File: config.mk
export PLATFORM = sky130hd
export DESIGN_NAME = ram_arbiter
export DESIGN_NICKNAME = d
export VERILOG_FILES = /design/src/rtl/ram_arbiter.sv
export SDC_FILE = /design/constraint.sdc
export NUM_CORES = 1
export LEC_CHECK = 0
export ABC_AREA = 1
export BUFFER_PORTS_ARGS = -buffer_cell sky130_fd_sc_hd__buf_4
export CORE_AREA = 2 2 131 133
export DETAILED_ROUTE_END_ITERATION = 7
export DIE_AREA = 0 0 133 135
export PLACE_DENSITY_LB_ADDON = 0.15
export SETUP_SLACK_MARGIN = 0.5
export SYNTH_ARGS = -nofsm -noshare
export SYNTH_HDL_FRONTEND = slang
export SYNTH_SLANG_ARGS = --single-unit
File: constraint.sdc
create_clock -name clk -period 1.85 [get_ports clk]
set_clock_uncertainty 0.15 [all_clocks]
set_input_delay 0.37 -clock clk [delete_from_list [all_inputs] [get_ports clk]]
set_output_delay 0.37 -clock clk [all_outputs]
set_load 0.005 [all_outputs]
File: src/rtl/ram_arbiter.sv
// ram_arbiter: shares one data-RAM port between two req/ack masters
// (m0 = CPU load/store, m1 = debug/program loader).
// Ports: clk, reset (synchronous, active-high);
//   m0_req/m0_we/m0_addr/m0_wdata in, m0_rdata/m0_ack out (m1_* same);
//   ram_wr_sig/ram_addr/ram_wr_data out, ram_rd_data in;
//   busy (not IDLE), grant_id (owner of current/last transaction).
// Build option: define ARB_ROUND_ROBIN_EN for round-robin arbitration;
// when it is undefined, m0 has fixed priority.
module ram_arbiter #(
    parameter int ADDR_W     = 32,
    parameter int DATA_W     = 32,
    parameter int RD_LATENCY = 1
) (
    input  logic              clk,
    input  logic              reset,
    input  logic              m0_req,
    input  logic              m0_we,
    input  logic [ADDR_W-1:0] m0_addr,
    input  logic [DATA_W-1:0] m0_wdata,
    output logic [DATA_W-1:0] m0_rdata,
    output logic              m0_ack,
    input  logic              m1_req,
    input  logic              m1_we,
    input  logic [ADDR_W-1:0] m1_addr,
    input  logic [DATA_W-1:0] m1_wdata,
    output logic [DATA_W-1:0] m1_rdata,
    output logic              m1_ack,
    output logic              ram_wr_sig,
    output logic [ADDR_W-1:0] ram_addr,
    output logic [DATA_W-1:0] ram_wr_data,
    input  logic [DATA_W-1:0] ram_rd_data,
    output logic              busy,
    output logic              grant_id
);

    typedef enum logic [1:0] {
        IDLE,
        ACCESS,
        RESP
    } state_t;

    localparam logic [2:0] LAT_CNT = 3'(RD_LATENCY);

    state_t            state_q;
    logic              id_q;
    logic              we_q;
    logic [2:0]        cnt_q;
    logic              ram_wr_sig_q;
    logic [ADDR_W-1:0] ram_addr_q;
    logic [DATA_W-1:0] ram_wr_data_q;
    logic              m0_ack_q;
    logic              m1_ack_q;
    logic [DATA_W-1:0] m0_rdata_q;
    logic [DATA_W-1:0] m1_rdata_q;
    logic              busy_q;
    logic              grant_id_q;
`ifdef ARB_ROUND_ROBIN_EN
    // Points at the master preferred on the next simultaneous request.
    logic              ptr_q;
`endif

    logic              win_d;
    logic              sel_we_d;
    logic [ADDR_W-1:0] sel_addr_d;
    logic [DATA_W-1:0] sel_wdata_d;

    // A lone requester always wins; only a tie consults the policy.
    always_comb begin
        win_d = ~m0_req;
`ifdef ARB_ROUND_ROBIN_EN
        if (m0_req && m1_req) begin
            win_d = ptr_q;
        end
`endif
        sel_we_d    = win_d ? m1_we    : m0_we;
        sel_addr_d  = win_d ? m1_addr  : m0_addr;
        sel_wdata_d = win_d ? m1_wdata : m0_wdata;
    end

    always_ff @(posedge clk) begin
        if (reset) begin
            state_q       <= IDLE;
            id_q          <= 1'b0;
            we_q          <= 1'b0;
            cnt_q         <= 3'd0;
            ram_wr_sig_q  <= 1'b0;
            ram_addr_q    <= '0;
            ram_wr_data_q <= '0;
            m0_ack_q      <= 1'b0;
            m1_ack_q      <= 1'b0;
            m0_rdata_q    <= '0;
            m1_rdata_q    <= '0;
            busy_q        <= 1'b0;
            grant_id_q    <= 1'b0;
`ifdef ARB_ROUND_ROBIN_EN
            ptr_q         <= 1'b0;
`endif
        end else begin
            m0_ack_q <= 1'b0;
            m1_ack_q <= 1'b0;
            unique case (state_q)
                IDLE: begin
                    if (m0_req || m1_req) begin
                        state_q       <= ACCESS;
                        busy_q        <= 1'b1;
                        id_q          <= win_d;
                        grant_id_q    <= win_d;
                        we_q          <= sel_we_d;
                        // RAM port registers double as the payload latch.
                        ram_wr_sig_q  <= sel_we_d;
                        ram_addr_q    <= sel_addr_d;
                        ram_wr_data_q <= sel_wdata_d;
                        cnt_q         <= sel_we_d ? 3'd0 : LAT_CNT;
`ifdef ARB_ROUND_ROBIN_EN
                        ptr_q         <= ~win_d;
`endif
                    end
                end
                ACCESS: begin
                    if (cnt_q == 3'd0) begin
                        state_q       <= RESP;
                        ram_wr_sig_q  <= 1'b0;
                        ram_addr_q    <= '0;
                        ram_wr_data_q <= '0;
                        if (id_q) begin
                            m1_ack_q <= 1'b1;
                        end else begin
                            m0_ack_q <= 1'b1;
                        end
                        if (!we_q) begin
                            if (id_q) begin
                                m1_rdata_q <= ram_rd_data;
                            end else begin
                                m0_rdata_q <= ram_rd_data;
                            end
                        end
                    end else begin
                        cnt_q <= cnt_q - 3'd1;
                    end
                end
                RESP: begin
                    state_q <= IDLE;
                    busy_q  <= 1'b0;
                end
                default: begin
                    state_q <= IDLE;
                    busy_q  <= 1'b0;
                end
            endcase
        end
    end

    assign ram_wr_sig  = ram_wr_sig_q;
    assign ram_addr    = ram_addr_q;
    assign ram_wr_data = ram_wr_data_q;
    assign m0_ack      = m0_ack_q;
    assign m1_ack      = m1_ack_q;
    assign m0_rdata    = m0_rdata_q;
    assign m1_rdata    = m1_rdata_q;
    assign busy        = busy_q;
    assign grant_id    = grant_id_q;

endmodule

==> metrics, run 1 <==
vias in the first global route 6231; MaxCap Viol Count 0; sum of overflow across all layers after global routing 0; post-synthesis instance area roughly 0.0062 mm²; count of cell types in the netlist 23; total wire length approximately 20 mm; sort of element at the end of the critical path register; HPWL after DPL approximately 13 mm; clock tree from TritonCTS done; warnings from Yosys 0; Initial Util between 30% and 40%; boundary pin count 299; Worst Path Required roughly 2000 ps; Global Route Usage Sum 22.0%; vertical die dimension between 100 and 150 µm; number of nets in the final layout 1385; highest net fanout along the worst path 6; sequential element share of the synthesized area 45.2%; leak pwr just over 5 nW; final setup violation count 0; most frequent standard cell in the layout excluding fill and tap cells sky130_fd_sc_hd__nor2_1; arrival time at the worst endpoint roughly 1800 ps; mean area per synthesized cell between 6 and 7 µm²; CTS H-Tree Depth 4; P&R area growth vs syn 69.5%; cell chosen for the clock root sky130_fd_sc_hd__clkbuf_16; worst hold slack after final layout between 50 and 60 ps; max frequency between 600 and 700 MHz; average routed wire per standard cell about 14 µm; Worst Hold Path Cells 3; later-pin clock latency in the skew report slightly above 400 ps; count of mapped cells out of synthesis 912; min-delay worst type input port to register; count of state elements after synthesis ~140; floorplan die area about 0.018 mm²; Clk pin slew, worst setup/hold paths 60 ps; clock tree sinks approximately 140; final sum of negative setup slack 0 ps; Crit Path Category register to register; routability congestion estimate ~0.81; IO Port Bufs between 200 and 300; number of hold-slack violations in the final timing report 0; number of buffers added by the clock tree synthesis step 17; final worst path period share 88.7%; Filler Cell Count 1486; DRT Pass-1 Iters 6; Tmin final 1640 ps; average vias per placed instance ~4.6; number of nets produced by synthesis approximately 1.1k; worst ir drop on vdd about 0.00065 V; unrepaired setup endpoints after global routing yes; placeable core region 0.0164 mm²; switching part of the total roughly 31%; number of DRC violations after detailed routing 0; internal power roughly 0.0076 W; antenna violations before repair 0; most used cells in the layout excluding fill and tap cells sky130_fd_sc_hd__nor2_1, sky130_fd_sc_hd__buf_4, sky130_fd_sc_hd__buf_6; First DRT Iteration DRCs 280; largest net degree at the start of global routing 70; first-pass GRT wire length around 32 mm; worst slew pin tran around 310 ps; number of cell rows between 40 and 50; startpoint class of the critical path register; sequential cell fraction of total power ~36%; clock network power share between 20% and 30%; Logic pwr share 34.0%; switching power approximately 0.0034 W; R2R depth 10; number of slew-limit violations in the final report 0; power density of the placed cells 1060 mW/mm²; horizontal die dimension 133 µm; ratio of cells with drive above 1 in the final layout around 46%; Max-Slew Margin vs Limit approximately 80%; maximum count of clock buffers along a single path 2; outcome complete, no violations; via count of the routed design approximately 6.7k; Antenna Violating Nets Remaining 0; antenna diode instance count 0
[cell families (layout without fill, tap and decap cells)]
family                   after synthesis  after routing  share of synthesized area [%]
AO/OA/AOI/OAI                        204            204                           17.1
adder cells (fa/ha/maj)                2              2                          0.406
buffers and inverters                170            488                           12.2
flip-flops                           139            139                           45.2
AND/OR/NAND/NOR                      397            397                           25.2
[worst paths after layout]
check / from / endpoint / slack (ps)
setup / recovery: cnt_q[0]$_SDFFE_PP0P_ / m1_rdata[10]$_SDFFE_PP0P_ / 210
hold / removal: ram_rd_data[18] / m0_rdata[18]$_SDFFE_PP0P_ / 50
setup reg to reg: cnt_q[0]$_SDFFE_PP0P_ / m1_rdata[10]$_SDFFE_PP0P_ / 210
hold reg to reg: grant_id$_SDFFE_PP0P_ / m0_ack$_SDFF_PP0_ / 300
[power groups by stage]
| stage | Clock (W) | Combinational, W | Sequential, W |
|---|---|---|---|
| floorplan | 0 | 0.00167 | 0.00386 |
| global placement | 0 | 0.00299 | 0.00384 |
| detailed placement | 0 | 0.00300 | 0.00385 |
| CTS | 0.00335 | 0.00355 | 0.00398 |
| global route | 0.00349 | 0.00413 | 0.00405 |
| finish | 0.00329 | 0.00375 | 0.00399 |
[per-layer routing]
layer	routed length [µm]	vias to the layer above	GRT usage, %
met2	10000	220	38.0
met3	1590	33	7.28
met5	0	-	0
met1	8280	2957	24.9
met4	576	0	9.50
li1	-	3441	-
[Yosys cell counts, drive strengths merged]
library cell	number	area share [%]
buf	37	4.0
nor2	268	17
nand3	7	0.57
inv	108	6.6
o211ai	13	1.6
a21oi	4	0.32
ha	2	0.41
or2	1	0.10
clkbuf	25	1.5
o21ai	187	15
nand2	119	7.6
dfxtp	139	45
nor3	2	0.16
[area by class of cell]
class | instances | area [µm²] | area share [%]
timing repair buffer | 348 | 3450 | 33.1
sequential | 139 | 2960 | 28.3
multi-input combinational | 603 | 2770 | 26.6
clock buffer | 20 | 457 | 4.37
inverter | 108 | 414 | 3.97
tap | 220 | 275 | 2.64
clock inverter | 12 | 111 | 1.07
[flip-flops by register name (all words and copies together) (netlist names)]
register and flops:
m0_rdata 32, m1_rdata 32, cnt_q 3, grant_id 1
we_q 1, ram_wr_data 32, m0_ack 1, busy 1
state_q 2, m1_ack 1, ram_addr 32, ram_wr_sig 1
[worst max-delay path: stages, from the launching register on]
cell and delay, ps:
sky130_fd_sc_hd__dfxtp_2 320, sky130_fd_sc_hd__inv_2 70, sky130_fd_sc_hd__ha_4 130, sky130_fd_sc_hd__ha_4 170, sky130_fd_sc_hd__nand2_8 80, sky130_fd_sc_hd__nor2_8 190, sky130_fd_sc_hd__buf_12 140, sky130_fd_sc_hd__buf_16 110
sky130_fd_sc_hd__nand2_1 70, sky130_fd_sc_hd__nand2_1 60, sky130_fd_sc_hd__nor2_1 40
[timing repair]
item	in CTS	in global routing
pin swaps	2	12
resized for setup	277	42
endpoints found under the setup margin	265	268
hold buffers	0	0
gates cloned	5	6
buffers inserted	11	13
[per-stage QoR]
step	setup WS (ps)	cell area [µm²]	instances	utilization (%)	total power [W]
2_1_floorplan	342	6280	912	-	0.00553
3_3_place_gp	205	8600	1383	52.4	0.00682
3_5_place_dp	139	8600	1383	52.4	0.00685
4_1_cts	241	10100	1431	61.5	0.0109
5_1_grt	132	10400	1450	63.6	0.0117
6_report	210	10400	1450	63.6	0.0110
(Power assumes the default switching activity.)
==> inputs of run 2 (changes only) <==
Settings changed: RECOVER_POWER set to 25.
Clock period 1.85 ns to 1.7 ns, I/O delays scaled along.
==> run 2 against run 1 <==
  * Register-to-register slack worse by 110 ps
  * Design area is 2.8% lower
  * Clock power is 8.8% higher
  * Flip-flop and latch count stayed put
  * Die area stayed put
  * First-iteration DRC count is 21% higher
  * Non-clock buffer count is 12 higher
  * Final cell count is 0.76% higher
  * Combinational power is 13% higher
  * Critical path depth is 1 lower
  * Core utilization is 1.8 points lower
  * Total power is 9.0% higher
  * Critical endpoint unchanged
  * Largest cell class unchanged
==> metrics, run 2 (synthesis results as in run 1) <==
outcome complete, no violations; first-pass GRT wire length approximately 30 mm; number of slew-limit violations in the final report 0; sequential standard cell area 0.00280 mm²; leak pwr 5.10 nW; family of cells with the greatest summed delay on the critical path simple AND/OR/NAND/NOR gates; min setup slack post-route between 100 and 150 ps; ratio of cells with drive above 1 in the final layout 36.3%; via count of the routed design between 6k and 7k; number of nets in the final layout 1399; Filler Cell Count approximately 1.6k; horizontal die dimension about 130 µm; clock tree sinks between 100 and 150; final setup violation count 0; clock network power share roughly 30%; DRT Pass-1 Iters 4; Global Route Usage Sum a little over a fifth; most frequent standard cell in the layout excluding fill and tap cells sky130_fd_sc_hd__buf_4; sequential cell fraction of total power a little over a third; largest net degree at the start of global routing 68; area after detailed placement between 0.008 and 0.009 mm²; MaxCap Viol Count 0; crit path cell chain inv_2 -> ha_4 -> ha_4 -> nand2_8 -> nor2_8 -> buf_12 -> buf_6 -> nor2_1 -> nor2_1; vias in the first global route approximately 6k; cell type of the slowest stage on the worst timing path sky130_fd_sc_hd__dfxtp_2; boundary pin count between 200 and 300; final core utilization ~62%; sort of element at the end of the critical path register; average routed wire per standard cell about 14 µm; Max-Slew Margin vs Limit between 70 and 80%; sum of overflow across all layers after global routing 0; placeable core region roughly 0.016 mm²; Tmin final ~1600 ps; arrival time at the worst endpoint around 1800 ps; final worst path period share between 90% and 100%; max frequency ~630 MHz; worst ir drop on vdd roughly 0.00076 V; antenna violations before repair 0; IO Port Bufs about 300; vertical die dimension 135 µm; final sum of negative setup slack 0 ps; worst slack, placed 67.6 ps; number of hold-slack violations in the final timing report 0; number of cell rows 47; unrepaired setup endpoints after global routing yes; worst slew pin tran between 300 and 400 ps; switching part of the total a little under a third; Worst Path Buf+Inv 3; Logic pwr share between 30 and 40%; highest net fanout along the worst path 11; Clk pin slew, worst setup/hold paths roughly 60 ps; total wire length between 20 and 25 mm; First DRT Iteration DRCs between 300 and 400; switching power 0.00372 W; antenna diode instance count 0; Initial Util roughly 38%; HPWL after DPL approximately 13 mm; number of DRC violations after detailed routing 0; area of the multi-input gates ~0.0029 mm²; clock tree from TritonCTS done; CTS H-Tree Depth 4; Post-Layout Inst Area between 0.01 and 0.015 mm²; startpoint class of the critical path register; Crit Path Category register to register; power density of the placed cells between 1000 and 1500 mW/mm²; min-delay worst type input port to register; later-pin clock latency in the skew report ~410 ps; maximum count of clock buffers along a single path 2; average vias per placed instance ~4.6; P&R area growth vs syn 64.8%; floorplan die area about 0.018 mm²; most used cells in the layout excluding fill and tap cells sky130_fd_sc_hd__buf_4, sky130_fd_sc_hd__nor2_1, sky130_fd_sc_hd__dfxtp_1; internal power approximately 0.0083 W; number of buffers added by the clock tree synthesis step 17; Antenna Violating Nets Remaining 0; largest stage delay on the critical path roughly 320 ps; Worst Path Required about 1900 ps; routability congestion estimate roughly 0.79; cell chosen for the clock root sky130_fd_sc_hd__clkbuf_16
run 2: cell types whose count changed in the layout (fill, tap and decap cells not counted), moves of 12 or more:
cell	previous run	this run
sky130_fd_sc_hd__dfxtp_1	2	131
sky130_fd_sc_hd__dfxtp_2	135	6
sky130_fd_sc_hd__buf_6	137	54
sky130_fd_sc_hd__clkbuf_4	0	15
sky130_fd_sc_hd__o21ai_0	91	79
sky130_fd_sc_hd__buf_4	190	255
sky130_fd_sc_hd__o21ai_2	1	19
run 2: cell type report:
class	count	area share, %
timing repair buffer	360	31.7
multi-input combinational	605	28.5
sequential	139	27.6
clock buffer	22	4.57
inverter	108	4.08
tap	220	2.71
clock inverter	7	0.912
run 2: layer usage:
| layer | up-vias | share of wire [%] | global-route usage [%] |
|---|---|---|---|
| met3 | 20 | 7.3 | 5.86 |
| met1 | 2976 | 42 | 25.7 |
| met2 | 219 | 49 | 35.3 |
| li1 | 3474 | - | - |
| met4 | 0 | 1.4 | 7.77 |
| met5 | - | 0 | 0 |
run 2: path summary, 6_finish.rpt:
check	startpoint	to	slack, ps	cells past startpoint
worst max-delay path	cnt_q[1]$_SDFFE_PP0P_	m1_rdata[10]$_SDFFE_PP0P_	100	9
worst min-delay path	ram_rd_data[7]	m0_rdata[7]$_SDFFE_PP0P_	10	3
worst max register to register	cnt_q[1]$_SDFFE_PP0P_	m1_rdata[10]$_SDFFE_PP0P_	100	9
worst min register to register	m1_rdata[2]$_SDFFE_PP0P_	m1_rdata[2]$_SDFFE_PP0P_	320	2
run 2: worst register-to-register path, stage by stage, from the launching register on:
cell,delay [ps]
sky130_fd_sc_hd__dfxtp_2,320
sky130_fd_sc_hd__inv_2,60
sky130_fd_sc_hd__ha_4,140
sky130_fd_sc_hd__ha_4,160
sky130_fd_sc_hd__nand2_8,100
sky130_fd_sc_hd__nor2_8,170
sky130_fd_sc_hd__buf_12,140
sky130_fd_sc_hd__buf_6,150
sky130_fd_sc_hd__nor2_1,50
sky130_fd_sc_hd__nor2_1,90
run 2: timing repair:
item                                    CTS  global route
hold buffers                              2             0
endpoints found under the setup margin  266           271
gates resized for setup                  33           159
setup buffers                             3            19
hold endpoints to repair                  3             0
cloned                                    4            12
pin swaps                                 2            13
run 2: power by group through the flow:
stage | clock network [W] | logic, W | registers [W]
6_report | 0.00358 | 0.00425 | 0.00419
5_1_grt | 0.00379 | 0.00466 | 0.00425
4_1_cts | 0.00364 | 0.00360 | 0.00413
3_5_place_dp | 0 | 0.00332 | 0.00418
3_3_place_gp | 0 | 0.00330 | 0.00417
2_1_floorplan | 0 | 0.00182 | 0.00420
run 2: metrics by stage:
| step | instances | hold slack, ps | power, W |
|---|---|---|---|
| 2_1_floorplan | 912 | 294 | 0.00602 |
| 3_3_place_gp | 1392 | 304 | 0.00746 |
| 3_5_place_dp | 1392 | 310 | 0.00750 |
| 4_1_cts | 1430 | 1.65 | 0.0114 |
| 5_1_grt | 1461 | 25.2 | 0.0127 |
| 6_report | 1461 | 12.6 | 0.0120 |
==> inputs of run 3 (changes only) <==
Settings changed: ABC_AREA 1 to unset, CORE_AREA 2 2 131 133 to 2 2 126 128, DIE_AREA 0 0 133 135 to 0 0 128 130, RECOVER_POWER 25 to unset.
==> run 3 against run 2 <==
  * The run now ends with negative setup slack left
  * Via count down 11%
  * Count of clock-buffer cells in the layout down 1
  * Clock power up 3%
  * Wire length down 2.6%
  * Synthesized area down 6.9%
  * Synthesized cell count down 35%
  * Critical endpoint is now m0_rdata[23]$_SDFFE_PP0P_
  * Critical path type unchanged
  * Core utilization up 8.0 points
  * Flip-flop and latch count unchanged
  * Combinational power down 4%
==> metrics, run 3 <==
outcome complete, but fails checks; failing checks negative setup slack; area share of the leading cell type in the synthesized netlist around 49%; power density of the placed cells 1100 mW/mm²; number of nets in the final layout between 1k and 1.5k; average routed wire per standard cell 18.0 µm; startpoint of the worst-slack reg-to-reg timing path cnt_q[0]$_SDFFE_PP0P_; sequential element share of the synthesized area roughly half; Antenna Violating Nets Remaining 0; cell mode on critical path sky130_fd_sc_hd__ha_4; leak pwr 4.66 nW; Clk pin slew, worst setup/hold paths roughly 60 ps; most used cells in the layout excluding fill and tap cells sky130_fd_sc_hd__buf_4, sky130_fd_sc_hd__buf_6, sky130_fd_sc_hd__dfxtp_2; horizontal die dimension about 130 µm; MaxCap Viol Count 0; worst slew pin tran between 400 and 500 ps; predominant post-synthesis flop cell sky130_fd_sc_hd__dfxtp_1; number of slew-limit violations in the final report 0; routability congestion estimate 0.806; number of buffers added by the clock tree synthesis step 17; max frequency around 550 MHz; sum of overflow across all layers after global routing 0; total power of the final layout 0.0118 W; cell type of the slowest stage on the worst timing path sky130_fd_sc_hd__dfxtp_2; First DRT Iteration DRCs about 250; final worst path period share 106%; Global Route Usage Sum a little over a fifth; Crit Path Category register to register; r2r endpoint m0_rdata[23]$_SDFFE_PP0P_; warnings from Yosys 0; largest stage delay on the critical path roughly 320 ps; number of DRC violations after detailed routing 0; count of state elements after synthesis around 140; total wire length just over 20 mm; via count of the routed design roughly 6k; Worst Hold End m0_rdata[2]$_SDFFE_PP0P_; Post-Layout Inst Area between 0.01 and 0.015 mm²; average vias per placed instance about 5.3; met2 Usage GRT a little over a third; unrepaired setup endpoints after global routing yes; first-pass GRT wire length 28.3 mm; cell chosen for the clock root sky130_fd_sc_hd__clkbuf_16; worst ir drop on vdd roughly 0.00070 V; startpoint class of the critical path register; min-delay worst type input port to register; Max-Slew Margin vs Limit 72.4%; number of hold-slack violations in the final timing report 0; arrival time at the worst endpoint slightly below 2000 ps; Post-synth EDFFs 0; global-route track usage on met1 about a quarter; maximum count of clock buffers along a single path 2; P&R area growth vs syn 87.8%; antenna violations before repair 0; most frequent standard cell in the layout excluding fill and tap cells sky130_fd_sc_hd__buf_4; highest net fanout along the worst path between 60 and 70; GRT Max-Usage Layer met2; R2R depth 8; IO Port Bufs between 200 and 300; count of cell types in the netlist 32; min setup slack post-route -106 ps; count of mapped cells out of synthesis about 590; final standard cell count with taps included and fillers excluded between 1k and 1.5k; Worst Path Buf+Inv 3; Initial Util a little under two fifths; number of cell rows 46; Worst Hold Path Cells 3; family of cells with the greatest summed delay on the critical path buffers and inverters; number of buffers inserted for hold repair after clock tree synthesis 0; boundary pin count between 200 and 300; most area-consuming cells after synthesis sky130_fd_sc_hd__dfxtp_1, sky130_fd_sc_hd__mux2i_1, sky130_fd_sc_hd__o2bb2ai_1, sky130_fd_sc_hd__a21oi_1, sky130_fd_sc_hd__o21ai_0; sort of element at the end of the critical path register; area after detailed placement roughly 0.0083 mm²; vias in the first global route ~5.6k; crit path cell chain inv_2 -> ha_4 -> ha_4 -> buf_4 -> nand4bb_2 -> buf_12 -> o21ai_0 -> a21oi_2; most frequent cell after synthesis sky130_fd_sc_hd__dfxtp_1; Tmin final between 1500 and 2000 ps; DRT Pass-1 Iters 5; clock tree sinks about 140; antenna diode instance count 0; hold path start ram_rd_data[2]; vertical die dimension 130 µm; HPWL after DPL 12.3 mm; later-pin clock latency in the skew report between 400 and 500 ps; largest net degree at the start of global routing between 90 and 100; mean area per synthesized cell about 9.7 µm²; fraction of registers with async set or reset after synthesis 0%; Worst Path Required between 1500 and 2000 ps; post-synthesis instance area approximately 0.0057 mm²; final setup violation count 77; largest area contributor in the synthesized netlist sky130_fd_sc_hd__dfxtp_1; global-route met3 utilization under 10%; placeable core region 0.0154 mm²; cell count after placement 1042; number of nets produced by synthesis around 760; ratio of cells with drive above 1 in the final layout 68.2%; leading post-synthesis cells by instance count sky130_fd_sc_hd__dfxtp_1, sky130_fd_sc_hd__a21oi_1, sky130_fd_sc_hd__o21ai_0; clock tree from TritonCTS done; Register-to-Register Setup Slack -110 ps; floorplan die area ~0.017 mm²; CTS H-Tree Depth 4
## run 3: cell types whose count changed after synthesis, moves of 44 or more
cell                        before  now
sky130_fd_sc_hd__nor2_1        266    3
sky130_fd_sc_hd__nand2_1       114    1
sky130_fd_sc_hd__inv_1         104    5
sky130_fd_sc_hd__o21ai_0       143   67
sky130_fd_sc_hd__a21oi_1         4   71
sky130_fd_sc_hd__mux2i_1         0   66
sky130_fd_sc_hd__nand3_1         7   64
sky130_fd_sc_hd__o2bb2ai_1       0   52
sky130_fd_sc_hd__o21ai_1        44    0
## run 3: worst max path at each step
stage,start,endpoint,depth (start not counted)
after global placement,m1_req,ram_addr[21]$_SDFFE_PP0P_,4
after floorplan,m0_req,ram_addr[24]$_SDFFE_PP0P_,6
after CTS,cnt_q[0]$_SDFFE_PP0P_,m0_rdata[23]$_SDFFE_PP0P_,9
final,cnt_q[0]$_SDFFE_PP0P_,m0_rdata[23]$_SDFFE_PP0P_,8
after global routing,cnt_q[0]$_SDFFE_PP0P_,m0_rdata[23]$_SDFFE_PP0P_,9
after detailed placement,m1_req,ram_addr[16]$_SDFFE_PP0P_,4
## run 3: logic make-up (layout without fill, tap and decap cells)
| family | count (synthesis) | count (layout) | synth area share (%) |
|---|---|---|---|
| AOI/OAI and AO/OA | 195 | 195 | 20.9 |
| adders and majority gates | 2 | 2 | 0.436 |
| and+or+nand+nor | 109 | 110 | 10.4 |
| DFF | 139 | 139 | 48.5 |
| muxes | 79 | 79 | 14.1 |
| buffers and inverters | 69 | 418 | 5.74 |
## run 3: power breakdown
part | internal (W) | switching, W
Combinational | 0.00230 | 0.00175
Clock | 0.00231 | 0.00139
Sequential | 0.00375 | 0.000304
Total | 0.00836 | 0.00345
## run 3: per-layer routing
layer | vias up | share of wire, %
met3 | 37 | 6.4
li1 | 2846 | -
met4 | 0 | 2.5
met1 | 2843 | 39
met5 | - | 0
met2 | 246 | 52
## run 3: final cells by class
class / count / area, µm²
fillers: 1118 / 4650
repair buffers: 381 / 3720
multi-input cells: 386 / 3240
flip-flops and latches: 139 / 2950
clock buffers: 21 / 480
well taps: 192 / 240
clock inverters: 11 / 118
inverters: 5 / 18.8
## run 3: timing repair
| action | CTS | global route |
|---|---|---|
| setup endpoints to repair | 271 | 272 |
| cloned | 5 | 7 |
| resized for setup | 225 | 160 |
| setup buffers | 12 | 37 |
| pin swaps | 8 | 10 |
## run 3: per-stage QoR
stage                     setup slack [ps]  TNS [ps]  hold WS (ps)  util (%)
after floorplan                      -9.96     -99.6           306         -
after global placement                -137     -6360           296      53.9
after detailed placement              -170     -9680           298      53.9
after CTS                            -44.7     -1210          31.5      63.0
after global routing                  -184    -11290          41.0      69.8
final                                 -106     -1770          45.7      69.8
## run 3: worst register-to-register path, cell delays in order (launching register included)
cell and delay (ps):
sky130_fd_sc_hd__dfxtp_2 320, sky130_fd_sc_hd__inv_2 70, sky130_fd_sc_hd__ha_4 140, sky130_fd_sc_hd__ha_4 130, sky130_fd_sc_hd__buf_4 120, sky130_fd_sc_hd__nand4bb_2 140
sky130_fd_sc_hd__buf_12 220, sky130_fd_sc_hd__o21ai_0 310, sky130_fd_sc_hd__a21oi_2 90
